`config.mk`:
```
export PLATFORM = sky130hd
export DESIGN_NAME = ex_trap_arb
export DESIGN_NICKNAME = d
export VERILOG_FILES = /design/src/rtl/ex_trap_arb.sv
export SDC_FILE = /design/constraint.sdc
export NUM_CORES = 1
export LEC_CHECK = 0
export BUFFER_PORTS_ARGS = -buffer_cell sky130_fd_sc_hd__buf_2
export CAP_MARGIN = 25
export CORE_MARGIN = 2
export CORE_UTILIZATION = 45
export CTS_CLUSTER_SIZE = 20
export DETAILED_ROUTE_END_ITERATION = 8
export PLACE_DENSITY = 0.68
export SLEW_MARGIN = 20
export SYNTH_ARGS = -nofsm -noshare
export SYNTH_HDL_FRONTEND = slang
export SYNTH_SLANG_ARGS = --single-unit
```
`constraint.sdc`:
```
create_clock -name clk -period 1.7 [get_ports clk]
set_clock_uncertainty 0.1 [all_clocks]
set_input_delay 0.34 -clock clk [delete_from_list [all_inputs] [get_ports clk]]
set_output_delay 0.34 -clock clk [all_outputs]
set_load 0.03 [all_outputs]
```
`src/rtl/ex_trap_arb.sv`:
```
// ex_trap_arb: synchronises N interrupt lines, records pending requests (edge or level
// per source) and presents one winner on a valid/ready trap port. Define EX_TRAP_RR_EN for round-robin.
module ex_trap_arb #(
   parameter int                 SRC_NUM   = 8,
   parameter logic [SRC_NUM-1:0] EDGE_MASK = {SRC_NUM{1'b1}},
   parameter int                 ID_W      = $clog2(SRC_NUM)
) (
   input  logic               clk,
   input  logic               rst_n,
   input  logic [SRC_NUM-1:0] src_i,
   input  logic [SRC_NUM-1:0] src_en,
   input  logic               pend_clr,
   output logic               trap_valid,
   input  logic               trap_ready,
   output logic [ID_W-1:0]    trap_id,
   output logic [SRC_NUM-1:0] pending,
   output logic               edge_lost
);

   typedef enum logic [1:0] {IDLE, REQ, GAP} state_t;

   state_t             state_q, state_d;
   logic [SRC_NUM-1:0] s1_q, s2_q, s3_q;
   logic [SRC_NUM-1:0] pending_q, pending_d;
   logic               edge_lost_q, edge_lost_d;
   logic               trap_valid_q, trap_valid_d;
   logic [ID_W-1:0]    trap_id_q, trap_id_d;
   logic [SRC_NUM-1:0] rise, set_vec, clr_mask, req;
   logic               accept;
   logic [ID_W-1:0]    win_id;

   assign rise    = s2_q & ~s3_q & EDGE_MASK;
   assign set_vec = rise | (s2_q & ~EDGE_MASK);
   assign accept  = trap_valid_q & trap_ready;
   // Masked sources keep their pending bit; src_en only gates arbitration.
   assign req     = pending_q & src_en;

   always_ff @(posedge clk or negedge rst_n) begin
      if (!rst_n) begin
         s1_q <= '0;
         s2_q <= '0;
         s3_q <= '0;
      end else begin
         // NOTE: non-blocking so every flop samples the pre-edge value of its neighbour.
         s1_q <= src_i;
         s2_q <= s1_q;
         s3_q <= s2_q;
      end
   end

   always_comb begin
      // NOTE: every output gets a default first so no path infers a latch.
      clr_mask = '0;
      if (accept) clr_mask[trap_id_q] = 1'b1;
      if (pend_clr) clr_mask = '1;
      pending_d   = (pending_q & ~clr_mask) | set_vec;
      edge_lost_d = (edge_lost_q & ~pend_clr) | (|(rise & pending_q & ~clr_mask));
   end

`ifdef EX_TRAP_RR_EN
   logic [ID_W-1:0]    last_q, last_d;
   logic [SRC_NUM-1:0] rot;
   int                 rr_start, rr_pick;

   always_comb begin
      last_d   = accept ? trap_id_q : last_q;
      rr_start = (int'(last_q) + 1) % SRC_NUM;
      rot      = (req >> rr_start) | (req << (SRC_NUM - rr_start));
      rr_pick  = 0;
      for (int i = SRC_NUM - 1; i >= 0; i--) begin
         if (rot[i]) rr_pick = i;
      end
      win_id = ID_W'((rr_start + rr_pick) % SRC_NUM);
   end

   always_ff @(posedge clk or negedge rst_n) begin
      if (!rst_n) last_q <= ID_W'(SRC_NUM - 1);
      else        last_q <= last_d;
   end
`else
   always_comb begin
      win_id = '0;
      for (int i = SRC_NUM - 1; i >= 0; i--) begin
         if (req[i]) win_id = ID_W'(i);
      end
   end
`endif

   // Once in REQ the request is held until accepted, whatever happens to pending/src_en.
   always_comb begin
      state_d      = state_q;
      trap_valid_d = trap_valid_q;
      trap_id_d    = trap_id_q;
      case (state_q)
         IDLE: begin
            if (|req) begin
               state_d      = REQ;
               trap_valid_d = 1'b1;
               trap_id_d    = win_id;
            end
         end
         REQ: begin
            if (trap_ready) begin
               state_d      = GAP;
               trap_valid_d = 1'b0;
            end
         end
         GAP:     state_d = IDLE;
         default: begin
            state_d      = IDLE;
            trap_valid_d = 1'b0;
         end
      endcase
   end

   always_ff @(posedge clk or negedge rst_n) begin
      if (!rst_n) begin
         state_q      <= IDLE;
         trap_valid_q <= 1'b0;
         trap_id_q    <= '0;
         pending_q    <= '0;
         edge_lost_q  <= 1'b0;
      end else begin
         state_q      <= state_d;
         trap_valid_q <= trap_valid_d;
         trap_id_q    <= trap_id_d;
         pending_q    <= pending_d;
         edge_lost_q  <= edge_lost_d;
      end
   end

   assign trap_valid = trap_valid_q;
   assign trap_id    = trap_id_q;
   assign pending    = pending_q;
   assign edge_lost  = edge_lost_q;

endmodule
```
==> reports/qor.txt, run 1 <==
Fin. Hold Viols -> 0
Max IR drop VDD -> 676 µV
fin crit period -> 1.62 ns
Max Buffers Root-to-Sink -> 2
total power -> 2.31 mW
Final Wtd Congestion -> 0.874
reg2reg start -> trap_id[0]
I/O Buffers -> 32
pin count of the biggest net entering global routing -> 22
max_cap viols -> 0
first-pass GRT wire length -> 4.82 mm
Power Density -> 1220 nW/µm²
row count -> 20
Post-Syn Nets -> 139
reg2reg setup slack -> 0.16 ns
crit end category -> output port
Cell Chain, Critical Path -> buf_2
Worst EP required -> 1.26 ns
area grow syn2layout -> 26.2%
flops & latches, synth -> 39
critical path class -> reg -> out
drt drc -> 0
syn_area_per_cell -> 12.6 µm²
final setup TNS -> 0 ns
Worst Hold Margin -> 0.143 ns
critical path depth in cells -> 1
RSZ-0062 raised after global routing -> no
final HPWL from detailed placement -> 2.21 mm
clock latency at the later pin of the worst-skew pair -> 0.34 ns
clock slew at reported path FFs -> 0.10 ns
CP Launch Type -> flip-flop
DIE WIDTH -> 61.7 µm
pre-CTS worst setup slack -> 0.136 ns
hold wc startpoint -> trap_ready
initial drt markers -> 29
Total Routed Length -> 2.91 mm
sequential-to-total area share from yosys stat -> 0.652
layout cells sized above 1 -> 0.263
die height -> 61.7 µm
Top delay family on crit path -> flip-flops
total CTS buffers -> 5
vias in the first global route -> 1,076
initial antenna violation count -> 0
Vias/cell -> 5.21
fmax -> 0.618 GHz
H-tree depth -> 2
Post-synth EDFFs -> 0
CTS tree -> built
final setup vio count -> 0
Fill cells -> 280
cts repair resizes -> 0
worst-path cell with the longest stage delay -> dfrtp_1
Finished Cell Area -> 1890 µm²
per-cell routed wire length -> 13.5 µm
Hold Path Depth -> 2
Max FO, Critical Path -> 10
Syn Std Cell Area -> 1500 µm²
Crit path largest cell delay -> 0.58 ns
top-area cell type share of the netlist area -> 0.652
core area -> 3100 µm²
Bufs and invs on worst path -> 1
r2r endpoint -> edge_lost
Clock Sinks -> 39
Final WS setup -> 0.0815 ns
Layout Cells excl Fill -> 215
full die area -> 3810 µm²
top cells by area, synth -> dfrtp_1 65%, inv_1 3.0%, a32o_1 2.7%
final worst-path cycle share -> 0.952
Hold Path End -> state_q[0]
I/O pins -> 33
Top FF cell, synth -> dfrtp_1
Util after Layout -> 0.609
TritonRoute pass-1 iters -> 4
Yosys cell types -> 36
Slew @ Worst Pin -> 0.425 ns
YS warnings -> 0
Diodes inserted -> 0
number of cells after detailed placement -> 197
dpl cell area -> 1740 µm²
vias post-DR -> 1,121
Overall Global Routing Usage -> 0.180
leading area contributor after synthesis -> dfrtp_1
status -> finished clean
FFs w/ async S/R, synth -> 1.00
crit path DAT -> 1.18 ns
clk root buf -> clkbuf_4
Final Max Slew Viols -> 0
Starting Density -> 0.483
Post-Synthesis Cells -> 119
remaining global-route overflow -> 0
nets@finish -> 190
HP Class -> in -> reg
post-route ant nets -> 0
R2R depth -> 5
leak pwr -> 0.888 nW
Max-Slew Margin vs Limit -> 0.716
==> logic make-up (layout without fill, tap and decap cells) <==
group | count (synthesis) | in the layout | share of synthesized area
buffers and inverters | 13 | 65 | 0.0334
AOI/OAI and AO/OA | 36 | 36 | 0.200
and+or+nand+nor | 31 | 31 | 0.115
DFF | 39 | 39 | 0.652
==> timing repair <==
| action | 4_1_cts | 5_1_grt |
|---|---|---|
| hold buffers | 9 | 0 |
| setup buffers | 0 | 1 |
| setup endpoints to repair | 0 | 1 |
| hold endpoints to repair | 26 | 0 |
==> worst max path at each step <==
stage / startpoint / end / slack, ns
6_report: trap_id[1] / trap_id[1] / 0.08
4_1_cts: trap_id[1] / trap_id[1] / 0.07
3_5_place_dp: src_en[2] / trap_id[0] / 0.14
3_3_place_gp: src_en[6] / trap_id[0] / 0.18
2_1_floorplan: trap_id[0] / edge_lost / 0.14
5_1_grt: trap_id[1] / trap_id[1] / 0.02
==> sequential cells by signal (all words and copies together) (netlist names) <==
name and cells:
edge_lost 1, s1_q 8, s3_q 8, trap_id 3, s2_q 8, pending 8
trap_valid 1, state_q 2
==> Yosys cell counts (2+ instances only) <==
library cell,count
a31oi_1,2
o31ai_1,2
o21ai_0,8
a32o_1,4
nand2b_1,5
nand3_1,2
inv_1,12
o2111ai_1,2
a21oi_1,3
nor2_1,3
dfrtp_1,39
nand2_1,10
a22o_1,3
nor4bb_1,2
==> routing by layer <==
metal	share of wire	wire length [µm]	track usage
met4	0.015	44	0.0669
met3	0.090	261	0.0600
met1	0.45	1320	0.247
met2	0.44	1280	0.268
met5	0	0	0
==> area by class of cell <==
cell class / instances / area [µm²] / share of cell area
clock buffers: 7 / 45.0 / 0.0238
multi-input cells: 67 / 472 / 0.250
inverters: 12 / 45.0 / 0.0238
repair buffers: 45 / 293 / 0.155
clock inverters: 1 / 5.00 / 0.00265
flip-flops and latches: 39 / 976 / 0.516
well taps: 44 / 55.1 / 0.0291
==> layout by cell type, fill, tap and decap left out, types with 3 or more instances in the layout <==
cell,Yosys,routed
nand2b_1,5,5
nor2_1,3,3
clkbuf_4,0,5
nand2_1,10,10
o21ai_0,8,8
a21oi_1,3,3
buf_2,1,32
buf_4,0,3
a32o_1,4,4
dlygate4sd3_1,0,9
dfrtp_1,39,39
inv_1,12,12
a22o_1,3,3
==> report_power, final <==
| group | switching (mW) | leakage (nW) | internal [mW] |
|---|---|---|---|
| Sequential | 0.155 | 0.461 | 1.05 |
| Combinational | 0.406 | 0.398 | 0.257 |
| Clock | 0.280 | 0.0293 | 0.161 |
| Total | 0.841 | 0.888 | 1.47 |
No activity file was read; power rests on OpenSTA's default activity.
==> run 2: changes to the inputs <==
clock period = 1.5 ns   (was 1.7 ns; I/O delays follow)
==> run 2 against run 1 <==
The run now ends with setup timing left. Utilization is 5.7 points higher. Critical path type is now reg -> reg. First-iteration DRC count is 90% higher. Worst setup slack worse by 0.10 ns. Final cell count is 5.1% higher. Sequential share of layout area is 3.9 points lower. Wire length is 9.9% higher. Hold slack worse by 0.066 ns. Global-route usage is 1.9 points higher. Count of clock-buffer cells in the layout is 2 lower. Sequential cell count stayed put. Clock power is 19% higher.
==> reports/qor.txt, run 2 (synthesis gave the netlist of run 1 again) <==
status -> complete, but fails checks (was finished clean)
violated checks -> setup timing
final HPWL from detailed placement -> 2.32 mm (was 2.21 mm)
Final WS setup -> -0.0224 ns (was 0.0815 ns)
max_cap viols -> 0 (unchanged)
most common cell after layout, fill and taps aside -> dfrtp_1 (unchanged)
initial drt markers -> 55 (was 29)
CTS tree -> built (unchanged)
Switching Fraction -> 0.361 (was 0.364)
full die area -> 3810 µm² (unchanged)
Final Wtd Congestion -> 0.872 (was 0.874)
worst-path cell with the longest stage delay -> dfrtp_2 (was dfrtp_1)
critical path class -> reg -> reg (was reg -> out)
TritonRoute pass-1 iters -> 4 (unchanged)
Final Max Slew Viols -> 0 (unchanged)
CP Launch Type -> flip-flop (unchanged)
HP Class -> in -> reg (unchanged)
Clock Sinks -> 39 (unchanged)
core area -> 3100 µm² (unchanged)
clock network power share -> 0.186 (was 0.191)
final worst-path cycle share -> 1.01
fin crit period -> 1.52 ns
I/O pins -> 33 (unchanged)
H-tree depth -> 2 (unchanged)
hold wc startpoint -> trap_ready (unchanged)
RSZ-0062 raised after global routing -> yes (was no)
reg2reg start -> trap_id[0] (unchanged)
crit path DAT -> 1.66 ns (was 1.18 ns)
remaining global-route overflow -> 0 (unchanged)
total power -> 2.81 mW (was 2.31 mW)
initial antenna violation count -> 0 (unchanged)
clock latency at the later pin of the worst-skew pair -> 0.35 ns (was 0.34 ns)
Max Buffers Root-to-Sink -> 2 (unchanged)
Slew @ Worst Pin -> 0.375 ns (was 0.425 ns)
Sw Pwr -> 1.02 mW (was 0.841 mW)
pin count of the biggest net entering global routing -> 40 (was 22)
final setup vio count -> 2 (was 0)
nets@finish -> 201 (was 190)
leak pwr -> 0.955 nW (was 0.888 nW)
crit path from -> trap_id[0] (was trap_id[1])
first-pass GRT wire length -> 5.19 mm (was 4.82 mm)
area grow syn2layout -> 38.0% (was 26.2%)
clk root buf -> clkbuf_4 (unchanged)
Max FO, Critical Path -> 6 (was 10)
Diodes inserted -> 0 (unchanged)
Vias/cell -> 5.16 (was 5.21)
total CTS buffers -> 5 (unchanged)
per-cell routed wire length -> 14.2 µm (was 13.5 µm)
Cell Chain, Critical Path -> nand3b_1 -> o311ai_2 -> o2111a_1 -> nand4b_1 (was buf_2)
row count -> 20 (unchanged)
pre-CTS worst setup slack -> -0.0397 ns (was 0.136 ns)
I/O Buffers -> 32 (unchanged)
logic gate share of total power -> 0.336 (was 0.287)
Max IR drop VDD -> 770 µV (was 676 µV)
fmax -> 0.657 GHz
Power Density -> 1360 nW/µm² (was 1220 nW/µm²)
Crit path largest cell delay -> 0.41 ns (was 0.58 ns)
Fin. Hold Viols -> 0 (unchanged)
crit end category -> flip-flop (was output port)
final setup TNS -> -0.0435 ns (was 0 ns)
DIE WIDTH -> 61.7 µm (unchanged)
die height -> 61.7 µm (unchanged)
layout cells sized above 1 -> 0.368 (was 0.263)
Seq pwr share -> 0.478 (was 0.522)
Total Routed Length -> 3.20 mm (was 2.91 mm)
drt drc -> 0 (unchanged)
vias in the first global route -> 1,104 (was 1,076)
Starting Density -> 0.483 (unchanged)
Worst EP required -> 1.63 ns (was 1.26 ns)
vias post-DR -> 1,166 (was 1,121)
clock slew at reported path FFs -> 0.11 ns (was 0.10 ns)
Max-Slew Margin vs Limit -> 0.743 (was 0.716)
Overall Global Routing Usage -> 0.199 (was 0.180)
post-route ant nets -> 0 (unchanged)
most frequent cells in the layout -> 31 x dfrtp_1, 23 x buf_2, 12 x inv_1, 12 x buf_6, 11 x buf_4 (was 39 x dfrtp_1, 32 x buf_2, 12 x inv_1, 10 x nand2_1, 9 x dlygate4sd3_1)
P_int -> 1.80 mW (was 1.47 mW)
Util after Layout -> 0.666 (was 0.609)
-- run 2: cell types whose count changed in the layout (fill, tap and decap cells not counted), sizes merged --
cell,previous run,this run
clkinvlp,0,2
buf,36,47
clkbuf,7,5
-- run 2: metrics by stage --
step	hold slack [ns]	cells	instance area, µm²
final	0.0768	226	2070
after floorplan	-0.0956	119	1510
after detailed placement	0.184	206	1820
after CTS	0.0722	223	1980
after global routing	0.0664	226	2070
after global placement	0.179	206	1820
-- run 2: power by group through the flow --
stage / clock network (mW) / logic, mW / registers [mW]
detailed placement: 0 / 0.809 / 1.37
floorplan: 0 / 0.367 / 1.50
CTS: 0.544 / 0.841 / 1.35
global placement: 0 / 0.804 / 1.36
finish: 0.523 / 0.945 / 1.35
global route: 0.590 / 1.03 / 1.37
-- run 2: per-layer routing --
metal | GRT usage | part of all wire | wire, µm | vias up
met4 | 0.0942 | 0.025 | 81 | 0
met3 | 0.0663 | 0.079 | 252 | 9
met2 | 0.308 | 0.46 | 1460 | 58
li1 | - | - | - | 559
met5 | 0 | 0 | 0 | -
met1 | 0.253 | 0.44 | 1400 | 540
-- run 2: repair_timing --
item,CTS,global route
setup endpoints to repair,8,14
setup buffers,0,3
hold buffers,9,0
pin swaps,0,1
resized for setup,6,22
endpoints found under the hold margin,47,0
-- run 2: worst paths after layout --
kind,to,slack [ns],cells past startpoint
setup / recovery,edge_lost,-0.02,4
hold / removal,state_q[0],0.08,2
setup reg to reg,edge_lost,-0.02,4
hold reg to reg,s2_q[4],0.26,0
max in group asynchronous,pending[7],0.76,3
min in group asynchronous,s3_q[3],0.33,3
-- run 2: cell type report --
cell class,count,area [µm²]
Clock buffer,5,37.5
Timing Repair Buffer,56,443
Inverter,12,45.0
Fill cell,247,1040
Multi-Input combinational cell,67,480
Sequential cell,39,986
Tap cell,44,55.1
Clock inverter,3,20.0
-- run 2: critical path: cells and delay by family, from the launching register on --
family	cells	cell delay, ns
AO/OA/AOI/OAI	2	0.51
flip-flops	1	0.41
AND/OR/NAND/NOR	2	0.38
==> run 3: changes to the inputs <==
ABC_AREA = 1   (was default)
==> run 3 against run 2 <==
The run now ends clean. Final area decreased by 9.4%. Sequential power about the same. Critical endpoint is now trap_id[2]. Sequential share of layout area increased by 4.5 points. Critical path type is now reg -> out. Sequential cell count unchanged. Clock power decreased by 1%. Largest power group unchanged. Die area about the same. Count of clock-buffer cells in the layout increased by 1. Utilization decreased by 6.3 points. Register-to-register slack improved by 0.18 ns. Non-clock buffer count decreased by 13. Power decreased by 9.1%. Wire length decreased by 16%.
==> reports/qor.txt, run 3 <==
status -> finished clean (was complete, but fails checks)
Finished Cell Area -> 1870 µm² (was 2070 µm²)
first-pass GRT wire length -> 4.39 mm (was 5.19 mm)
Clock Sinks -> 39 (unchanged)
Starting Density -> 0.483 (about the same)
post-route ant nets -> 0 (unchanged)
Vias/cell -> 4.46 (was 5.16)
fin crit period -> 1.38 ns (was 1.52 ns)
row count -> 20 (unchanged)
syn_area_per_cell -> 9.14 µm² (was 12.6 µm²)
area grow syn2layout -> 24.9% (was 38.0%)
RSZ-0062 raised after global routing -> no (was yes)
crit path from -> trap_id[2] (was trap_id[0])
I/O Buffers -> 32 (unchanged)
Power Density -> 1370 nW/µm² (was 1360 nW/µm²)
Post-Synthesis Cells -> 164 (was 119)
core area -> 3100 µm² (unchanged)
worst-path cell with the longest stage delay -> dfrtp_1 (was dfrtp_2)
TritonRoute pass-1 iters -> 6 (was 4)
critical path class -> reg -> out (was reg -> reg)
top-area cell type share of the netlist area -> 0.651 (was 0.652)
Fill cells -> 303 (was 247)
Crit path largest cell delay -> 0.43 ns (was 0.41 ns)
reg2reg start -> pending[2] (was trap_id[0])
final setup vio count -> 0 (was 2)
initial antenna violation count -> 0 (unchanged)
YS warnings -> 0 (unchanged)
H-tree depth -> 2 (unchanged)
Max FO, Critical Path -> 5 (was 6)
Synth top cells by count -> 51 x nand2_1, 39 x dfrtp_1, 25 x nor2_1 (was 39 x dfrtp_1, 12 x inv_1, 10 x nand2_1)
pin count of the biggest net entering global routing -> 23 (was 40)
drt drc -> 0 (unchanged)
Diodes inserted -> 0 (unchanged)
DIE WIDTH -> 61.7 µm (about the same)
clk root buf -> clkbuf_4 (unchanged)
flops & latches, synth -> 39 (unchanged)
nets@finish -> 233 (was 201)
hold wc startpoint -> trap_ready (unchanged)
most common cell after layout, fill and taps aside -> nand2_1 (was dfrtp_1)
final worst-path cycle share -> 0.921 (was 1.01)
post-CTS setup buffers -> 0 (unchanged)
total CTS buffers -> 5 (unchanged)
initial drt markers -> 60 (was 55)
final HPWL from detailed placement -> 2.07 mm (was 2.32 mm)
top cells by area, synth -> dfrtp_1 65%, nand2_1 13%, nor2_1 6.3% (was dfrtp_1 65%, inv_1 3.0%, a32o_1 2.7%)
dpl cell area -> 1720 µm² (was 1820 µm²)
Post-synth EDFFs -> 0 (unchanged)
Final Wtd Congestion -> 0.823 (was 0.872)
Overall Global Routing Usage -> 0.164 (was 0.199)
final setup TNS -> 0 ns (was -0.0435 ns)
Cell Chain, Critical Path -> buf_2 (was nand3b_1 -> o311ai_2 -> o2111a_1 -> nand4b_1)
leak pwr -> 1.01 nW (was 0.955 nW)
per-cell routed wire length -> 10.4 µm (was 14.2 µm)
clock latency at the later pin of the worst-skew pair -> 0.33 ns (was 0.35 ns)
Top delay family on crit path -> flip-flops (was compound AO/OA/AOI/OAI gates)
Worst EP required -> 1.10 ns (was 1.63 ns)
CTS tree -> built (unchanged)
FFs w/ async S/R, synth -> 1.00 (unchanged)
Max-Slew Margin vs Limit -> 0.677 (was 0.743)
crit end category -> output port (was flip-flop)
layout cells sized above 1 -> 0.216 (was 0.368)
Bufs and invs on worst path -> 1 (was 0)
Syn Std Cell Area -> 1500 µm² (about the same)
Post-Syn Nets -> 184 (was 139)
Yosys cell types -> 17 (was 36)
I/O pins -> 33 (unchanged)
Top FF cell, synth -> dfrtp_1 (unchanged)
crit path DAT -> 0.98 ns (was 1.66 ns)
vias in the first global route -> 1,114 (was 1,104)
sequential-to-total area share from yosys stat -> 0.651 (was 0.652)
Fin. Hold Viols -> 0 (unchanged)
fmax -> 0.724 GHz (was 0.657 GHz)
CP Launch Type -> flip-flop (unchanged)
leading area contributor after synthesis -> dfrtp_1 (unchanged)
clock slew at reported path FFs -> 0.11 ns (about the same)
max_cap viols -> 0 (unchanged)
die height -> 61.7 µm (about the same)
count leader, synth -> nand2_1 (was dfrtp_1)
full die area -> 3810 µm² (about the same)
Max Buffers Root-to-Sink -> 2 (unchanged)
Max IR drop VDD -> 707 µV (was 770 µV)
HP Class -> in -> reg (unchanged)
most frequent cells in the layout -> 51 x nand2_1, 38 x dfrtp_1, 32 x buf_2, 25 x nor2_1, 23 x inv_1 (was 31 x dfrtp_1, 23 x buf_2, 12 x inv_1, 12 x buf_6, 11 x buf_4)
vias post-DR -> 1,147 (was 1,166)
Total Routed Length -> 2.68 mm (was 3.20 mm)
remaining global-route overflow -> 0 (unchanged)
Slew @ Worst Pin -> 0.485 ns (was 0.375 ns)
Final Max Slew Viols -> 0 (unchanged)
==> run 3: changes by cell type in the layout (fill, tap and decap cells not counted), moves of 9 or more <==
cell     change
nand2_1     +41
nor2_1      +22
buf_2        +9
buf_4        -9
inv_1       +11
buf_6       -12
==> run 3: worst min-delay path: stages <==
cell and delay, ns:
buf_2 0.09, nor2_1 0.05, nand2_1 0.05, nand2_1 0.04
==> run 3: final timing paths <==
path,end,slack (ns),depth (start not counted)
min in group asynchronous,trap_id[2],0.35,2
worst max-delay path,trap_id[2],0.12,1
max in group asynchronous,s2_q[4],0.43,3
worst max register to register,trap_id[1],0.16,7
worst min-delay path,state_q[0],0.15,4
worst min register to register,s2_q[6],0.24,0
==> run 3: area by class of cell <==
type / count / area (µm²) / area share
Sequential cell: 39 / 977 / 0.522
Inverter: 24 / 90.1 / 0.0481
Clock buffer: 6 / 51.3 / 0.0274
Clock inverter: 1 / 5.00 / 0.00267
Multi-Input combinational cell: 100 / 428 / 0.229
Tap cell: 44 / 55.1 / 0.0294
Timing Repair Buffer: 43 / 265 / 0.142
==> run 3: power breakdown <==
group          switching, mW  leakage, nW  internal, mW  total, mW
Combinational          0.476        0.520         0.236      0.711
Clock                  0.299       0.0341         0.217      0.516
Sequential             0.132        0.460          1.20       1.33
==> run 3: layer usage <==
metal	routed length (µm)	part of all wire	vias up	track usage
li1	-	-	594	-
met1	1110	0.41	527	0.175
met2	1450	0.54	24	0.298
met3	106	0.040	2	0.0559
met4	13	0.0048	0	0.0638
met5	0	0	-	0
==> run 3: logic make-up after synthesis <==
| family | count (synthesis) | synth area share |
|---|---|---|
| DFF | 39 | 0.651 |
| and+or+nand+nor | 90 | 0.247 |
| AOI/OAI and AO/OA | 10 | 0.0384 |
| buffers and inverters | 25 | 0.0634 |
==> run 3: per-stage QoR <==
| step | utilization | cells | hold slack [ns] | setup slack [ns] | power, mW |
|---|---|---|---|---|---|
| 2_1_floorplan | - | 164 | -0.0956 | 0.132 | 1.82 |
| 3_3_place_gp | 0.556 | 241 | 0.185 | 0.195 | 2.03 |
| 3_5_place_dp | 0.556 | 241 | 0.190 | 0.129 | 2.05 |
| 4_1_cts | 0.603 | 257 | 0.124 | 0.0611 | 2.60 |
| 5_1_grt | 0.603 | 257 | 0.157 | 0.0342 | 2.74 |
| 6_report | 0.603 | 257 | 0.145 | 0.118 | 2.56 |
==> run 3: timing repair <==
item                                    in CTS  in global routing
endpoints found under the setup margin       0                  1
hold buffers                                 9                  0
resized for setup                            0                  1
hold endpoints to repair                    28                  0
